$ cat config.mk
export PLATFORM = sky130hd
export DESIGN_NAME = batch_scheduler
export DESIGN_NICKNAME = d
export VERILOG_FILES = /design/src/rtl/batch_scheduler.sv
export SDC_FILE = /design/constraint.sdc
export NUM_CORES = 1
export LEC_CHECK = 0
export CAP_MARGIN = 20
export CORE_UTILIZATION = 53
export CTS_CLUSTER_SIZE = 10
export DETAILED_ROUTE_END_ITERATION = 16
export PLACE_DENSITY = 0.8
export SETUP_SLACK_MARGIN = 0.4
export SLEW_MARGIN = 20
export SYNTH_ARGS = -nofsm -noshare
export SYNTH_HDL_FRONTEND = slang
export SYNTH_SLANG_ARGS = --single-unit
$ cat constraint.sdc
create_clock -name clk -period 2 [get_ports clk]
set_clock_uncertainty 0.05 [all_clocks]
set_input_delay 0.2 -clock clk [delete_from_list [all_inputs] [get_ports clk]]
set_output_delay 0.2 -clock clk [all_outputs]
set_load 0.02 [all_outputs]
$ cat src/rtl/batch_scheduler.sv
// Batch scheduler: walks a file index range, launching the processing unit once per
// file and waiting (with a timeout) for its finish before moving to the next index.
//
// state  | meaning
// -------+-----------------------------------------------------------
// IDLE   | waiting for go; results of the last batch are held
// LAUNCH | start pulse for file cur; finish timer cleared
// WAIT   | waiting for finish, timer running toward timeout
// NEXT   | one gap cycle, cur advances to the next index
// DONE   | batch over; done pulse follows on the way back to IDLE
module batch_scheduler #(
    parameter int TIMEOUT_CYCLES = 4096,
    parameter int IDX_W          = 10
) (
    input  logic             clk,
    input  logic             rst,
    input  logic             go,
    input  logic [IDX_W-1:0] first_idx,
    input  logic [IDX_W-1:0] last_idx,
    input  logic             abort,
    input  logic             finish,
    output logic             start,
    output logic [IDX_W-1:0] file_index,
    output logic             busy,
    output logic             done,
    output logic             timeout_err,
    output logic [IDX_W:0]   files_done
);

    localparam int TMR_W = (TIMEOUT_CYCLES > 2) ? $clog2(TIMEOUT_CYCLES) : 1;
    localparam logic [TMR_W-1:0] TMR_LAST = TMR_W'(TIMEOUT_CYCLES - 1);

    typedef enum logic [2:0] {
        ST_IDLE   = 3'd0,
        ST_LAUNCH = 3'd1,
        ST_WAIT   = 3'd2,
        ST_NEXT   = 3'd3,
        ST_DONE   = 3'd4
    } state_t;

    state_t           state;
    logic [IDX_W-1:0] cur;
    logic [IDX_W-1:0] last_q;
    logic [TMR_W-1:0] timer;
    logic             abort_q;

    assign file_index = cur;
    assign busy       = (state != ST_IDLE);

    always_ff @(posedge clk or negedge rst) begin
        if (!rst) begin
            state       <= ST_IDLE;
            cur         <= '0;
            last_q      <= '0;
            timer       <= '0;
            abort_q     <= 1'b0;
            start       <= 1'b0;
            done        <= 1'b0;
            timeout_err <= 1'b0;
            files_done  <= '0;
        end else begin
            start <= 1'b0;
            done  <= 1'b0;
            unique case (state)
                ST_IDLE: begin
                    if (go) begin
                        files_done <= '0;
                        if (first_idx <= last_idx) begin
                            cur         <= first_idx;
                            last_q      <= last_idx;
                            timeout_err <= 1'b0;
                            abort_q     <= 1'b0;
                            start       <= 1'b1;
                            state       <= ST_LAUNCH;
                        end else begin
                            state <= ST_DONE;
                        end
                    end
                end
                ST_LAUNCH: begin
                    timer <= '0;
                    if (abort) abort_q <= 1'b1;
                    state <= ST_WAIT;
                end
                ST_WAIT: begin
                    // finish has priority over a timeout landing in the same cycle
                    if (finish) begin
                        files_done <= files_done + 1'b1;
                        if (cur == last_q || abort || abort_q) state <= ST_DONE;
                        else                                   state <= ST_NEXT;
                    end else if (timer == TMR_LAST) begin
                        timeout_err <= 1'b1;
                        state       <= ST_DONE;
                    end else begin
                        timer <= timer + 1'b1;
                        if (abort) abort_q <= 1'b1;
                    end
                end
                ST_NEXT: begin
                    // only reached when cur != last, so the increment cannot wrap
                    cur   <= cur + 1'b1;
                    if (abort) abort_q <= 1'b1;
                    start <= 1'b1;
                    state <= ST_LAUNCH;
                end
                ST_DONE: begin
                    done    <= 1'b1;
                    abort_q <= 1'b0;
                    state   <= ST_IDLE;
                end
                default: state <= ST_IDLE;
            endcase
        end
    end

endmodule

# Word level (Yosys, flattened, before mapping)
# Index checks and enable logic that the tools add are counted.
[classes]
addsub = 3
order_cmp = 1
eq_ne = 13
muxes = 28
n_reduce_logical = 16
[ops]
columns = ["operator", "n"]
rows = [
  ["2-to-1 mux 12 bit", 2],
  ["one-hot mux 12 bit (2 select lines)", 1],
  ["2-to-1 mux 11 bit", 2],
  ["one-hot mux 11 bit (2 select lines)", 1],
  ["2-to-1 mux 10 bit", 2],
  ["one-hot mux 10 bit (2 select lines)", 1],
  ["2-to-1 mux 3 bit", 5],
  ["adder 12 x 1 -> 12 bit, second input constant", 1],
  ["equality test 12 bit, second input constant", 1],
  ["inequality test 2 bit, second input constant", 6],
  ["one-hot mux 3 bit (4 select lines)", 1],
  ["AND reduction 3 bit", 4],
  ["adder 11 x 1 -> 11 bit, second input constant", 1],
  ["adder 10 x 1 -> 10 bit, second input constant", 1],
  ["equality test 10 bit", 1],
  ["<= comparator 10 bit", 1],
  ["2-to-1 mux 1 bit", 10],
  ["AND reduction 5 bit", 2],
  ["equality test 3 x 2 -> 1 bit, second input constant", 2],
  ["nonzero test 2 bit", 3],
  ["one-hot mux 1 bit (2 select lines)", 2],
  ["one-hot mux 1 bit (4 select lines)", 1],
  ["nonzero test 4 bit", 1],
  ["equality test 3 x 1 -> 1 bit, second input constant", 1],
  ["other kinds (7)", 8],
]
[word_totals]
register_bits = 50
input_bits = 25

# Longest topological paths before layout
# Gate-level depths: netlist (run 1).
[depth]
depth_word = 6
depth_mapped = 9
depth_no_buf = 8

# Least setup slack after synthesis (run 1)
# OpenSTA, ideal clock, no wires.
[synth_timing]
path_kind = "input -> register"
from = "in last_idx[9]"
to = "reg last_q[0]"
arrival_ns = 1.752
required_time_ns = 1.825
slack_ns = 0.073
stages = 8
path_cell_list = "inv_1 ha_1 nand2_1 o21a_1 a32o_1 o21ai_2 buf_4 mux2_2"
[synth_via]
elab_chain_cells = 2
[synth_rtl]
columns = ["element", "line_no", "source"]
rows = [
  ["from (decl)", "19", "input logic [IDX_W-1:0] last_idx,"],
  ["<= comparator 10 bit", "68", "if (first_idx <= last_idx) begin"],
  ["AND reduction 3 bit (no source line)", "--", ""],
  ["to (signal assigned)", "70", "last_q <= last_idx;"],
  ["to (decl)", "43", "logic [IDX_W-1:0] last_q;"],
]
# No other way between the ends.
# A chain may end at the register's enable or synchronous reset.

# Worst setup path after layout (run 1)
[layout_timing]
from = "in last_idx[9]"
to = "reg cur[1], in the netlist file_index[1]"
[layout_via]
elab_chain_cells = 3
[layout_rtl]
columns = ["element", "line_no", "source"]
rows = [
  ["<= comparator 10 bit", "68", ""],
  ["inequality test 2 bit (no source line)", "--", ""],
  ["AND reduction 3 bit (no source line)", "--", ""],
  ["to (signal assigned)", "69", "cur <= first_idx;"],
  ["to (signal assigned)", "101", "cur <= cur + 1'b1;"],
  ["to (decl)", "42", "logic [IDX_W-1:0] cur;"],
]
# No other way between the ends.

==> flow_metrics.py, run 1 <==
metrics = {
    "drt": {
        "firstDrtPassIters": 4,
        "antenna_left": 0,
        "viasPerCell": 6.35,
        "drt_wl_total_mm": 12.2,
        "route.detailed.drc": 0,
        "vias": 3252,
        "drtIter0Drc": 328,
        "wl_per_cell_um": 23.8,
    },
    "global_routing": {
        "grt_usage": 0.360,
        "first_global_vias": 3081,
        "grt_max_degree": 31,
        "grt_pass1_wl_mm": 14.9,
        "grt-ovfl-total": 0,
        "antenna_found_initial": 0,
    },
    "sta": {
        "slew_headroom": 0.634,
        "timing.final.ws_setup_ps": -1.76,
        "rsz0062_at_grt": "true",
        "finalHoldViolCount": 0,
        "clock.fmax_mhz": 500,
        "min_period_ps": 2000,
        "final-setup-viol-count": 1,
        "holdWs_ps": 121,
        "period_share": 1.00,
        "worstMarginPinSlew_ps": 548,
        "drv_slew": 0,
    },
    "min_path": {
        "hp-class": "primary input to register",
    },
    "critical_path": {
        "crit_type": "primary input to register",
        "cp_max_fo": 6,
        "crit_required_ps": 2140,
        "cp_cell_sequence": "buf_6, inv_4, ha_4, nand4_1, buf_4, a211oi_4, nor4b_4, o21ai_4, buf_6, mux2i_1, o21ai_1",
        "critPathMaxStageDelay_ps": 330,
        "arrival_ps": 2140,
        "crit_top_cell": "buf_6",
        "crit_slowest_cell": "o21ai_4",
        "crit_path_end_kind": "register",
        "critPathBufInv": 4,
        "critPathLaunchType": "primary input",
        "crit_family": "compound AO/OA/AOI/OAI gates",
    },
    "die": {
        "io_pins": 50,
        "dieArea_mm2": 0.00564,
        "rows": 26,
        "die_h_um": 75.1,
        "design.core.area_mm2": 0.00514,
        "start_util": 0.551,
        "fp.dieW_um": 75.1,
    },
    "power": {
        "power_frac_seq": 0.305,
        "pwr-share-comb": 0.581,
        "p_total_uw": 5600,
        "power_density_mw_per_mm2": 1180,
        "clock_power_share": 0.114,
        "sw_frac_of_total": 0.437,
        "internal_power_uw": 3150,
        "p_sw_uw": 2450,
        "p_leak_uw": 0.00220,
        "peakVddDrop_mv": 0.875,
    },
    "cts": {
        "clock-sinks": 50,
        "clk_latency_ps": 340,
        "cts_tree": "yes",
        "clockBufferDepth": 2,
        "cts_htree_levels": 2,
        "clk_pin_slew_ps": 100,
        "cts-root-buf": "clkbuf_8",
        "cts-buffers-inserted": 5,
    },
    "placed_design": {
        "io_buffers": 49,
        "dp_slack_ps": -640,
        "dpl_cell_area_mm2": 0.00377,
        "dp_hpwl_mm": 4.89,
        "gp_congestion": 0.806,
    },
    "logic_synthesis": {
        "synthAdderAreaFrac": 0.0575,
        "syn_inst": 303,
        "syn-cell-area_mm2": 0.00283,
        "synth_warnings": 0,
        "synth_simple_gate_area_share": 0.225,
        "synth_cell_types": 46,
        "ys_seq_elements": 50,
        "synth-xor-area-share": 0.0897,
        "synth_top_family_by_area": "simple AND/OR/NAND/NOR gates",
        "avgSynthCellArea_um2": 9.34,
        "muxShareOfSynthArea": 0.0111,
        "syn_nets": 341,
        "synth_compound_area_frac": 0.138,
        "ys_seq_area_frac": 0.442,
    },
    "layout": {
        "diodes": 0,
        "fin_area_mm2": 0.00473,
        "layout.nets": 480,
        "final_common_cell": "buf_4",
        "final_cell_mix": "69 x buf_4, 46 x dfrtp_1, 35 x buf_6",
        "drive_gt1_frac": 0.462,
        "area_growth_pct": 67.2,
    },
    "outcome": {
        "violations": "setup timing",
        "status": "complete, but fails checks",
    },
    "flow_run": {
        "drv_cap": 0,
    },
}
==> cells by family after synthesis <==
| group | after synthesis |
|---|---|
| simple gates | 125 |
| flops | 50 |
| xor+xnor | 29 |
| buf+inv | 25 |
| fa+ha+maj | 13 |
| mux | 3 |
| compound gates | 58 |
==> cell usage after synthesis (all sizes together) <==
cell type  count  share of area
and2           3         0.0066
o21ba          1         0.0035
o211a          1         0.0035
o41a           1         0.0040
and3b          1         0.0031
o21a           4          0.011
ha            13          0.057
xor2          18          0.056
mux2           1         0.0040
and3           5          0.011
a211oi         2         0.0053
nand3         12          0.023
a31oi          4         0.0088
and4b          1         0.0035
o21bai         1         0.0027
and4           2         0.0062
nor3           8          0.014
inv           15          0.020
nor3b          2         0.0053
or3            3         0.0066
a21oi         14          0.025
o21ai         20          0.037
dfrtp         50           0.44
nor2          36          0.048
o22a           2         0.0062
nand2         33          0.044
o221a          5          0.020
nand4          8          0.018
o221ai         1         0.0031
nand2b         2         0.0044
or2            2         0.0044
xnor2         11          0.034
a32o           1         0.0035
nand3b         1         0.0027
nor4b          2          0.014
buf            6          0.011
clkbuf         4         0.0053
or4            1         0.0040
mux2i          2         0.0071
nor4           3         0.0066
o41ai          1         0.0057
==> path summary, 6_finish.rpt <==
kind / from / endpoint / slack [ps] / depth (start not counted)
max in group asynchronous: rst / last_q[1]$_DFFE_PN0P_ / 1000 / 3
min in group asynchronous: rst / files_done[2]$_DFFE_PN0P_ / 330 / 2
worst max-delay path: last_idx[9] / file_index[1]$_DFFE_PN0P_ / -2 / 11
worst min register to register: last_q[3]$_DFFE_PN0P_ / last_q[3]$_DFFE_PN0P_ / 490 / 2
worst max register to register: state[2]$_DFFE_PN0P_ / abort_q$_DFFE_PN0P_ / 30 / 7
worst min-delay path: first_idx[6] / file_index[6]$_DFFE_PN0P_ / 120 / 2
==> routing by layer <==
layer | wire length, um | up-vias | share of wire | track usage
met5 | 0 | - | 0 | 0
met4 | 780 | 0 | 0.064 | 0.184
met3 | 994 | 88 | 0.082 | 0.0589
met2 | 6110 | 239 | 0.50 | 0.656
met1 | 4300 | 1585 | 0.35 | 0.403
li1 | - | 1340 | - | -
==> state kept, by name, summed over array words and instances, names as in the netlist <==
| register | count |
|---|---|
| file_index | 10 |
| abort_q | 1 |
| last_q | 10 |
| done | 1 |
| start | 1 |
| timer | 12 |
| files_done | 11 |
| state | 3 |
| timeout_err | 1 |
==> power groups by stage <==
stage          Clock (uW)  Sequential (uW)  Combinational [uW]
2_1_floorplan           0             1760                1150
3_3_place_gp            0             1630                2040
3_5_place_dp            0             1630                2090
4_1_cts               589             1620                2510
5_1_grt               660             1720                3390
6_report              639             1710                3250
==> timing repair <==
action,4_1_cts,5_1_grt
pin swaps,39,33
hold endpoints to repair,20,0
hold buffers,1,0
buffers inserted,44,15
setup endpoints to repair,60,50
resized for setup,175,44
==> per-stage QoR <==
step / std cells / TNS (ps) / utilization
floorplan: 303 / 0 / -
global placement: 445 / -11880 / 0.733
detailed placement: 445 / -13300 / 0.733
CTS: 497 / 0 / 0.867
global route: 512 / -827 / 0.921
finish: 512 / -1.76 / 0.921
==> area by class of cell <==
cell class / instances / area (um2)
Inverter: 15 / 83.8
Timing Repair Buffer: 142 / 1290
Sequential cell: 50 / 1260
Fill cell: 194 / 408
Clock buffer: 6 / 72.6
Clock inverter: 1 / 7.51
Multi-Input combinational cell: 228 / 1930
Tap cell: 70 / 87.6
Power figures use the tool's default switching activity.
==> run 2, diff against run 1 <==
--- a/config.mk
+++ b/config.mk
@@ -11,7 +11,7 @@
 export DETAILED_ROUTE_END_ITERATION = 16
 export PLACE_DENSITY = 0.8
 export SETUP_SLACK_MARGIN = 0.4
-export SLEW_MARGIN = 20
+export SLEW_MARGIN = 30
 export SYNTH_ARGS = -nofsm -noshare
 export SYNTH_HDL_FRONTEND = slang
 export SYNTH_SLANG_ARGS = --single-unit
==> results of run 2 <==
The final DEF is identical to that of run 1; final timing and power are the same.
